**config.mk**
```make
export PLATFORM = sky130hd
export DESIGN_NAME = hp_controller
export DESIGN_NICKNAME = d
export VERILOG_FILES = /design/src/rtl/undertale_pkg.sv /design/src/rtl/hp_drain_ctr.sv /design/src/rtl/hp_controller.sv
export SDC_FILE = /design/constraint.sdc
export NUM_CORES = 1
export LEC_CHECK = 0
export BUFFER_PORTS_ARGS = -buffer_cell sky130_fd_sc_hd__buf_2
export CAP_MARGIN = 25
export CORE_MARGIN = 1
export CORE_UTILIZATION = 57
export DETAILED_ROUTE_END_ITERATION = 8
export GPL_TIMING_DRIVEN = 0
export PLACE_DENSITY_LB_ADDON = 0.3
export SETUP_SLACK_MARGIN = 0.3
export SLEW_MARGIN = 20
export SYNTH_ARGS = -nofsm -noshare
export SYNTH_HDL_FRONTEND = slang
export SYNTH_SLANG_ARGS = --single-unit
```
**constraint.sdc**
```tcl
create_clock -name i_clk -period 5 [get_ports i_clk]
set_clock_uncertainty 0.05 [all_clocks]
set_input_delay 1 -clock i_clk [delete_from_list [all_inputs] [get_ports i_clk]]
set_output_delay 1 -clock i_clk [all_outputs]
set_load 0.005 [all_outputs]
```
**src/rtl/undertale_pkg.sv**
```systemverilog
// Shared types and widths for the player HP path.
package undertale_pkg;

  localparam int HP_W = 16;

  typedef enum logic [1:0] {
    ALIVE  = 2'd0,
    INVULN = 2'd1,
    DEAD   = 2'd2
  } hp_state_t;

endpackage

```
**src/rtl/hp_drain_ctr.sv**
```systemverilog
// Displayed-HP register: steps one unit per frame tick toward the true HP.
module hp_drain_ctr
  import undertale_pkg::*;
#(
  parameter int MAX_HP = 20
) (
  input  logic            i_clk,
  input  logic            i_rst,
  input  logic            i_restart,
  input  logic            i_frame_tick,
  input  logic [HP_W-1:0] i_target,
  output logic [HP_W-1:0] o_disp
);

  logic [HP_W-1:0] disp_q;
  logic [HP_W-1:0] disp_d;

  always_comb begin
    disp_d = disp_q;
    if (i_restart) begin
      disp_d = HP_W'(MAX_HP);
    end else if (i_frame_tick) begin
      if (disp_q > i_target) begin
        disp_d = disp_q - HP_W'(1);
      end else if (disp_q < i_target) begin
        disp_d = disp_q + HP_W'(1);
      end
    end
  end

  always_ff @(posedge i_clk or posedge i_rst) begin
    if (i_rst) begin
      disp_q <= HP_W'(MAX_HP);
    end else begin
      disp_q <= disp_d;
    end
  end

  assign o_disp = disp_q;

endmodule

```
**src/rtl/hp_controller.sv**
```systemverilog
// Player HP state: damage/heal with saturation, i-frames and death FSM.
// Optional displayed-HP animation is enabled with the HP_DRAIN_EN macro.
module hp_controller
  import undertale_pkg::*;
#(
  parameter int MAX_HP       = 20,
  parameter int IFRAME_TICKS = 30,
  parameter int AMT_W        = 8
) (
  input  logic             i_clk,
  input  logic             i_rst,
  input  logic             i_restart,
  input  logic             i_hit,
  input  logic [AMT_W-1:0] i_dmg,
  input  logic             i_heal,
  input  logic [AMT_W-1:0] i_heal_amt,
  input  logic             i_frame_tick,
  output logic [HP_W-1:0]  o_total_hp,
  output logic [HP_W-1:0]  o_remain_hp,
  output logic [HP_W-1:0]  o_true_hp,
  output logic             o_invuln,
  output logic             o_dead,
  output logic             o_hit_ack
);

  localparam int CTR_W = (IFRAME_TICKS > 1) ? $clog2(IFRAME_TICKS + 1) : 1;

  hp_state_t       state_q, state_d;
  logic [CTR_W-1:0] ctr_q, ctr_d;
  logic [HP_W-1:0] true_hp_q, true_hp_d;
  logic            hit_ack_q, hit_ack_d;

  // One spare bit catches underflow on damage and overflow on heal.
  logic [HP_W:0]   dmg_diff;
  logic [HP_W:0]   heal_sum;

  assign dmg_diff = {1'b0, true_hp_q} - (HP_W + 1)'(i_dmg);
  assign heal_sum = {1'b0, true_hp_q} + (HP_W + 1)'(i_heal_amt);

  always_comb begin
    state_d   = state_q;
    ctr_d     = ctr_q;
    true_hp_d = true_hp_q;
    hit_ack_d = 1'b0;

    if (i_restart) begin
      state_d   = ALIVE;
      ctr_d     = '0;
      true_hp_d = HP_W'(MAX_HP);
    end else begin
      // A hit always shadows a same-cycle heal, even when the hit is ignored.
      if (i_hit) begin
        if (state_q == ALIVE) begin
          hit_ack_d = 1'b1;
          true_hp_d = dmg_diff[HP_W] ? '0 : dmg_diff[HP_W-1:0];
          if (true_hp_d == '0) begin
            state_d = DEAD;
          end else if (IFRAME_TICKS > 0) begin
            state_d = INVULN;
            ctr_d   = CTR_W'(IFRAME_TICKS);
          end
        end
      end else if (i_heal && state_q != DEAD) begin
        if (heal_sum > (HP_W + 1)'(MAX_HP)) begin
          true_hp_d = HP_W'(MAX_HP);
        end else begin
          true_hp_d = heal_sum[HP_W-1:0];
        end
      end

      if (state_q == INVULN && i_frame_tick) begin
        ctr_d = (ctr_q == '0) ? '0 : ctr_q - CTR_W'(1);
        if (ctr_q <= CTR_W'(1)) begin
          state_d = ALIVE;
        end
      end
    end
  end

  always_ff @(posedge i_clk or posedge i_rst) begin
    if (i_rst) begin
      state_q   <= ALIVE;
      ctr_q     <= '0;
      true_hp_q <= HP_W'(MAX_HP);
      hit_ack_q <= 1'b0;
    end else begin
      state_q   <= state_d;
      ctr_q     <= ctr_d;
      true_hp_q <= true_hp_d;
      hit_ack_q <= hit_ack_d;
    end
  end

`ifdef HP_DRAIN_EN
  // Drain compares against the registered (pre-update) true HP.
  hp_drain_ctr #(
    .MAX_HP(MAX_HP)
  ) u_drain (
    .i_clk       (i_clk),
    .i_rst       (i_rst),
    .i_restart   (i_restart),
    .i_frame_tick(i_frame_tick),
    .i_target    (true_hp_q),
    .o_disp      (o_remain_hp)
  );
`else
  assign o_remain_hp = true_hp_q;
`endif

  assign o_total_hp = HP_W'(MAX_HP);
  assign o_true_hp  = true_hp_q;
  assign o_invuln   = (state_q == INVULN);
  assign o_dead     = (state_q == DEAD);
  assign o_hit_ack  = hit_ack_q;

endmodule

```
# == Word level (Yosys, flattened, before mapping) ==
# Index checks and enable logic that the tools add are counted.
# word_totals
word_cells,45
reg_bits,24
inputBits,22
# op_classes
add_sub_neg,3
n_eq_ne,5
n_lt_le_gt_ge,2
n_reduce_logical,10
n_mux,21
# ops
cell,n
16-bit 2-to-1 mux,6
5-bit 2-to-1 mux,6
16-bit by 8-bit adder with 17-bit output,1
17-bit by 5-bit > comparator with 1-bit output (second input constant),1
16-bit by 8-bit subtractor with 17-bit output,1
16-bit zero test,1
2-bit 2-to-1 mux,6
3-bit nonzero test,3
3-bit by 2-bit != test with 1-bit output (second input constant),2
5-bit by 1-bit less-or-equal comparator with 1-bit output (second input constant),1
5-bit zero test,1
5-bit by 1-bit subtractor with 5-bit output (second input constant),1
1-bit 2-to-1 mux,3
3-bit AND reduction,1
2-bit by 1-bit == test with 1-bit output (second input constant),1
2-bit == test (second input constant),1
1-bit logical AND,2
2-bit zero test,1
2-bit != test (second input constant),1
2-bit AND reduction,1

# == Longest topological paths before layout ==
# Gate-level depths: netlist of the first run.
# depth
depth_word,9
depth_mapped,12
ltp_nobuf,11

# == Worst setup path after synthesis of the first run ==
# Ideal clock, no wire load.
# synth_timing
kind,input to register
from,input port i_dmg[0]
to,register ctr_q[0]
cell_stages,10
arrival_ns,3.189
required_ns,4.829
slack_ns,1.640
cell_sequence,ha_1 -> fa_1 -> nand2b_1 -> a21oi_1 -> o41a_1 -> a21o_1 -> a211oi_1 -> a31o_1 -> a211o_1 -> a22o_1
# synth_via
elab_chain_len,5
# synth_lines
element,line,source
from (decl),hp_controller.sv:14,"input logic [AMT_W-1:0] i_dmg,"
16-bit by 8-bit subtractor with 17-bit output,hp_controller.sv:37,"assign dmg_diff = {1'b0, true_hp_q} - (HP_W + 1)'(i_dmg);"
16-bit 2-to-1 mux,hp_controller.sv:55,true_hp_d = dmg_diff[HP_W] ? '0 : dmg_diff[HP_W-1:0];
16-bit zero test,hp_controller.sv:56,if (true_hp_d == '0) begin
3-bit by 2-bit != test with 1-bit output (no source line),-,
3-bit AND reduction (no source line),-,
to (signal assigned),hp_controller.sv:88,ctr_q <= ctr_d;
to (decl),hp_controller.sv:29,"logic [CTR_W-1:0] ctr_q, ctr_d;"
# Every way passes these cells.
# A chain may end at the register's enable or synchronous reset.

# == Worst setup path in the final report of the first run ==
# layout_timing
from,input port i_dmg[0]
to,register ctr_q[2]
# The elaborated chain is that of the path after synthesis.

==> results of run 1 <==
==> kinds of logic (layout without fill, tap and decap cells) <==
| family | after synthesis | in the layout | share of synthesized area |
|---|---|---|---|
| AO/OA/AOI/OAI | 107 | 107 | 0.279 |
| AND/OR/NAND/NOR | 98 | 98 | 0.198 |
| buffers and inverters | 61 | 121 | 0.136 |
| flip-flops | 24 | 24 | 0.232 |
| adder cells (fa/ha/maj) | 21 | 21 | 0.107 |
| XOR/XNOR | 12 | 12 | 0.0404 |
| other | 2 | 16 | 0.00289 |
| multiplexers | 1 | 1 | 0.00433 |
==> area by class of cell <==
cell class	count	area, sq um	share of cell area
Multi-Input combinational cell	255	1690	0.555
Clock buffer	4	55.1	0.0180
Sequential cell	24	603	0.198
Buffer	40	275	0.0902
Timing Repair Buffer	56	280	0.0918
Tap cell	52	65.1	0.0213
Inverter	21	78.8	0.0258
==> per-stage QoR <==
stage               hold WS [ns]  utilization  setup WS (ns)  power [mW]
floorplan                  0.449            -           1.64       0.959
global placement           0.475        0.688           1.17        1.15
detailed placement         0.474        0.688           1.12        1.17
CTS                        0.492        0.701           1.41        1.31
global route               0.521        0.701           1.20        1.44
finish                     0.492        0.701           1.39        1.33
==> power by group <==
part | total, mW | internal, mW | switching (mW)
Sequential | 0.315 | 0.248 | 0.0666
Clock | 0.136 | 0.0705 | 0.0654
Combinational | 0.874 | 0.387 | 0.488
Total | 1.33 | 0.706 | 0.620
==> worst register-to-register path, cell delays in order (launching register included) <==
cell,delay (ns)
dfrtp_1,0.41
inv_1,0.10
ha_1,0.22
fa_1,0.40
nand2b_1,0.18
a21oi_1,0.35
o2111ai_1,0.19
a2111oi_0,0.46
and4_1,0.25
a31o_1,0.19
a211o_1,0.24
o211ai_1,0.11
==> path summary, 6_finish.rpt <==
check,cells after the start,slack [ns],start,end
min in group asynchronous,2,0.85,i_rst,o_remain_hp[6]
worst min register to register,1,0.49,state_q[0],state_q[0]
worst max-delay path,11,1.39,i_dmg[0],ctr_q[2]
max in group asynchronous,2,3.50,i_rst,o_remain_hp[12]
worst min-delay path,1,0.49,state_q[0],state_q[0]
worst max register to register,11,1.71,o_remain_hp[0],ctr_q[2]
==> flip-flops by register name, summed over array words and instances (netlist names) <==
signal / cells
state_q: 2
o_remain_hp: 16
ctr_q: 5
o_hit_ack: 1
==> synthesized netlist by cell type, drive strengths merged, types with 5 or more instances <==
| cell type | instances |
|---|---|
| a21o | 10 |
| a21oi | 20 |
| buf | 36 |
| dfrtp | 22 |
| ha | 19 |
| inv | 21 |
| nand2 | 15 |
| nand2b | 7 |
| nand3 | 5 |
| nor2 | 34 |
| nor3 | 10 |
| nor4 | 5 |
| o21ai | 24 |
| o22ai | 5 |
| xnor2 | 7 |
| xor2 | 5 |
==> routing by layer <==
metal / share of wire / vias to the layer above
met1: 0.40 / 1245
li1: - / 1296
met2: 0.49 / 127
met4: 0.021 / 0
met5: 0 / -
met3: 0.084 / 18
==> out/metrics.cfg, run 1 <==
[outcome]
status=finished, final reports clean

[detailed_routing]
drc=0
wl_per_cell_microns=13.9
firstDrtPassIters=6
via_per_inst=5.94
routed_wl_mm=6.26
ant_nets=0
drt_iter0_drc=181
num_vias=2686

[run]
maxCapViolations=0

[critical_path]
startpoint_type=primary input
cpPeakStageDelay_ns=0.46
crit_chain=buf_2 -> ha_1 -> fa_1 -> nand2b_1 -> a21oi_1 -> o2111ai_1 -> a2111oi_0 -> and4_1 -> a31o_1 -> a211o_1 -> o211ai_1
end_kind=register
path_class=primary input to register
crit_arrival_ns=3.71
slowest_stage=a2111oi_0
cp_top_family=compound AO/OA/AOI/OAI gates
critPathMaxFanout=5
path_buf_inv=1
cp.required_ns=5.10

[synth]
synth_area_sq_um=2600
async_flop_share=1.00
synth_area_leaders=dfrtp_1, buf_4, ha_1, nor2_1, o21ai_0
synth_top_area_cell=dfrtp_1
synth-seq-cells=24
netlist.area_leader.share=0.212
synth_flop_cell=dfrtp_1
ys_warn_count=0
avgSynthCellArea_sq_um=7.97
synth_cell_types=62
yosysSeqAreaShare=0.232
syn_inst=326
synth-edff-count=0

[die]
core_sq_um=4350
row_count=24
die_area_sq_um=4830
die_width_microns=69.5
die_h_microns=69.5
num_io_pins=73
start_util=0.597

[power]
power_density_nw_per_um2=434
leakagePower_nw=1.60
ir_drop_uv=303

[worst_hold_path]
hold_class=register to register

[sta]
fmax_ghz=0.277
post-route-period-util=0.723
maxSlewHeadroom=0.409
slew_viol_final=0
worst_pin_slew_ns=0.886
finalSetupViolations=0
final.setup.tns_ns=0
post-route-min-period_ns=3.61
hold_viol=0
rsz0062_at_grt=no

[layout]
final_cell_mix=buf_2, nor2_1, buf_4, o21ai_0, dfrtp_1
design_area_sq_um=3050
final_common_cell=buf_2
drive_gt1_frac=0.265
final_cells=452
nets=444
area_delta_synth_final_pct=17.4
nFillCells=372
diodes=0

[global_route]
top_usage_layer=met2
antenna_found_initial=0
use_met2=0.446
track_usage=0.261
grt_pass1_wl_mm=10.3
use_met3=0.0262
grt.overflow.total=0
grt_pass1_vias=2300
grtUsageMet1=0.341
grt_max_degree=25

[cts]
cts_tree=done
ctsResizeCount=0
path_clk_slew_ns=0.09
cts_sinks=24
cts-root-buf=clkbuf_8
insertion_delay_ns=0.27
cts_setup_buffers=0
cts.hold.buffers_added=0
numCtsBuffers=3
ctsHtreeMaxLevel=1
clk_path_buf_depth=2

[place]
place_area_sq_um=3000
port-buffer-count=56
place_hpwl_mm=4.94
numPlacedInstances=448
routabilityCongestion=0.918

Note: power is estimated with default switching activity, not from simulation.
==> run 2, diff against run 1 <==
--- a/config.mk
+++ b/config.mk
@@ -8,7 +8,7 @@
 export BUFFER_PORTS_ARGS = -buffer_cell sky130_fd_sc_hd__buf_2
 export CAP_MARGIN = 25
 export CORE_MARGIN = 1
-export CORE_UTILIZATION = 57
+export CORE_UTILIZATION = 48
 export DETAILED_ROUTE_END_ITERATION = 8
 export GPL_TIMING_DRIVEN = 0
 export PLACE_DENSITY_LB_ADDON = 0.3
==> constraint.sdc (replaced) <==
create_clock -name i_clk -period 3.2 [get_ports i_clk]
set_clock_uncertainty 0.05 [all_clocks]
set_input_delay 0.64 -clock i_clk [delete_from_list [all_inputs] [get_ports i_clk]]
set_output_delay 0.64 -clock i_clk [all_outputs]
set_load 0.005 [all_outputs]
==> run 2 against run 1 <==
Against the previous run:
- combinational power grew 90%
- setup slack lost 1.1 ns
- sequential share of layout area shrank 1.7 points
- non-clock buffer count grew 13
- wire length grew 8.5%
- register-to-register slack lost 1.4 ns
- die area grew 18%
- clock power grew 51%
- worst hold slack lost 0.14 ns
- global-route usage shrank 2.9 points
- critical path type is now register to register
==> out/metrics.cfg, run 2 (same netlist as run 1, synthesis figures left out) <==
[outcome]
status=finished, final reports clean

[power]
p_total_mw=2.37
ir_drop_uv=406
leakagePower_nw=1.69
power_density_nw_per_um2=705

[detailed_routing]
drt_iter0_drc=120
num_vias=2692
wl_per_cell_microns=14.1
ant_nets=0
routed_wl_mm=6.80
firstDrtPassIters=4
via_per_inst=5.57
drc=0

[cts]
cts_sinks=24
cts-root-buf=clkbuf_8
clk_path_buf_depth=2
cts_tree=done
cts.hold.buffers_added=0
ctsHtreeMaxLevel=1
numCtsBuffers=3
path_clk_slew_ns=0.08
insertion_delay_ns=0.26

[critical_path]
startpoint_type=register
end_kind=register
cp.required_ns=3.31
crit_chain=ha_1 -> o21ai_2 -> a21oi_4 -> o41a_1 -> buf_6 -> nor2_4 -> a22oi_2 -> and3_4 -> a211o_1 -> a22o_1
crit_arrival_ns=3.04
slowest_stage=o41a_1
path_class=register to register
critPathMaxFanout=5
cpPeakStageDelay_ns=0.51
path_buf_inv=1
cp_top_family=compound AO/OA/AOI/OAI gates

[sta]
fmax_ghz=0.341
post-route-min-period_ns=2.93
finalSetupViolations=0
hold_viol=0
rsz0062_at_grt=yes
post-route-period-util=0.917
worst_pin_slew_ns=0.683
slew_viol_final=0
holdWs_ns=0.350
maxSlewHeadroom=0.543
final.setup.tns_ns=0

[run]
maxCapViolations=0

[global_route]
grt_pass1_vias=2277
grt_pass1_wl_mm=10.1
grt_max_degree=25
antenna_found_initial=0
grt.overflow.total=0
track_usage=0.232

[layout]
nFillCells=448
largest_register_ffs=16
drive_gt1_frac=0.363
nets=457
area_delta_synth_final_pct=29.0
final_cell_mix=buf_2, buf_4, nor2_1, dfrtp_1, inv_1
final_cells=483
design_area_sq_um=3350
diodes=0
final_common_cell=buf_2

[die]
core_sq_um=5170
num_io_pins=73
die_h_microns=75.6
die_width_microns=75.6
row_count=26
start_util=0.502
die_area_sq_um=5710

[place]
place_area_sq_um=3030
place_hpwl_mm=4.93
port-buffer-count=56
routabilityCongestion=0.874
numPlacedInstances=466

[worst_hold_path]
hold_class=primary input to asynchronous set/reset pin

## run 2: timing repair
item | in CTS | in global routing
endpoints found under the setup margin | 15 | 20
setup buffers | 4 | 8
pin swaps | 10 | 21
gates resized for setup | 16 | 29
endpoints found under the hold margin | 0 | 0
## run 2: per-stage QoR
stage,worst slack [ns],utilization
6_report,0.266,0.648
5_1_grt,0.188,0.648
4_1_cts,0.275,0.611
3_5_place_dp,-0.162,0.587
3_3_place_gp,-0.204,0.587
2_1_floorplan,0.301,-
## run 2: where the power goes
| group | internal (mW) | switching (mW) |
|---|---|---|
| registers | 0.389 | 0.107 |
| logic | 0.785 | 0.878 |
| clock network | 0.110 | 0.0959 |
| total | 1.28 | 1.08 |
## run 2: path summary, 6_finish.rpt
check                                from             end  slack [ns]  cells after the start
max reg2reg                o_remain_hp[3]        ctr_q[0]        0.27                     10
min reg2reg                    state_q[0]      state_q[0]        0.50                      1
max in group asynchronous           i_rst        ctr_q[1]        2.28                      3
max                        o_remain_hp[3]        ctr_q[0]        0.27                     10
min in group i_clk             state_q[0]      state_q[0]        0.50                      1
min                                 i_rst  o_remain_hp[0]        0.35                      2
## run 2: area by class of cell
cell class | instances | area [sq um] | share of cell area
buffer | 40 | 278 | 0.0828
clock buffer | 4 | 55.1 | 0.0164
inverter | 21 | 78.8 | 0.0235
multi-input combinational | 255 | 1850 | 0.553
sequential | 24 | 604 | 0.180
tap | 70 | 87.6 | 0.0261
timing repair buffer | 69 | 395 | 0.118
## run 2: routing by layer
| layer | global-route usage | wire length (microns) |
|---|---|---|
| met5 | 0 | 0 |
| met4 | 0.0720 | 97 |
| met3 | 0.0225 | 333 |
| met2 | 0.397 | 3340 |
| met1 | 0.310 | 3030 |
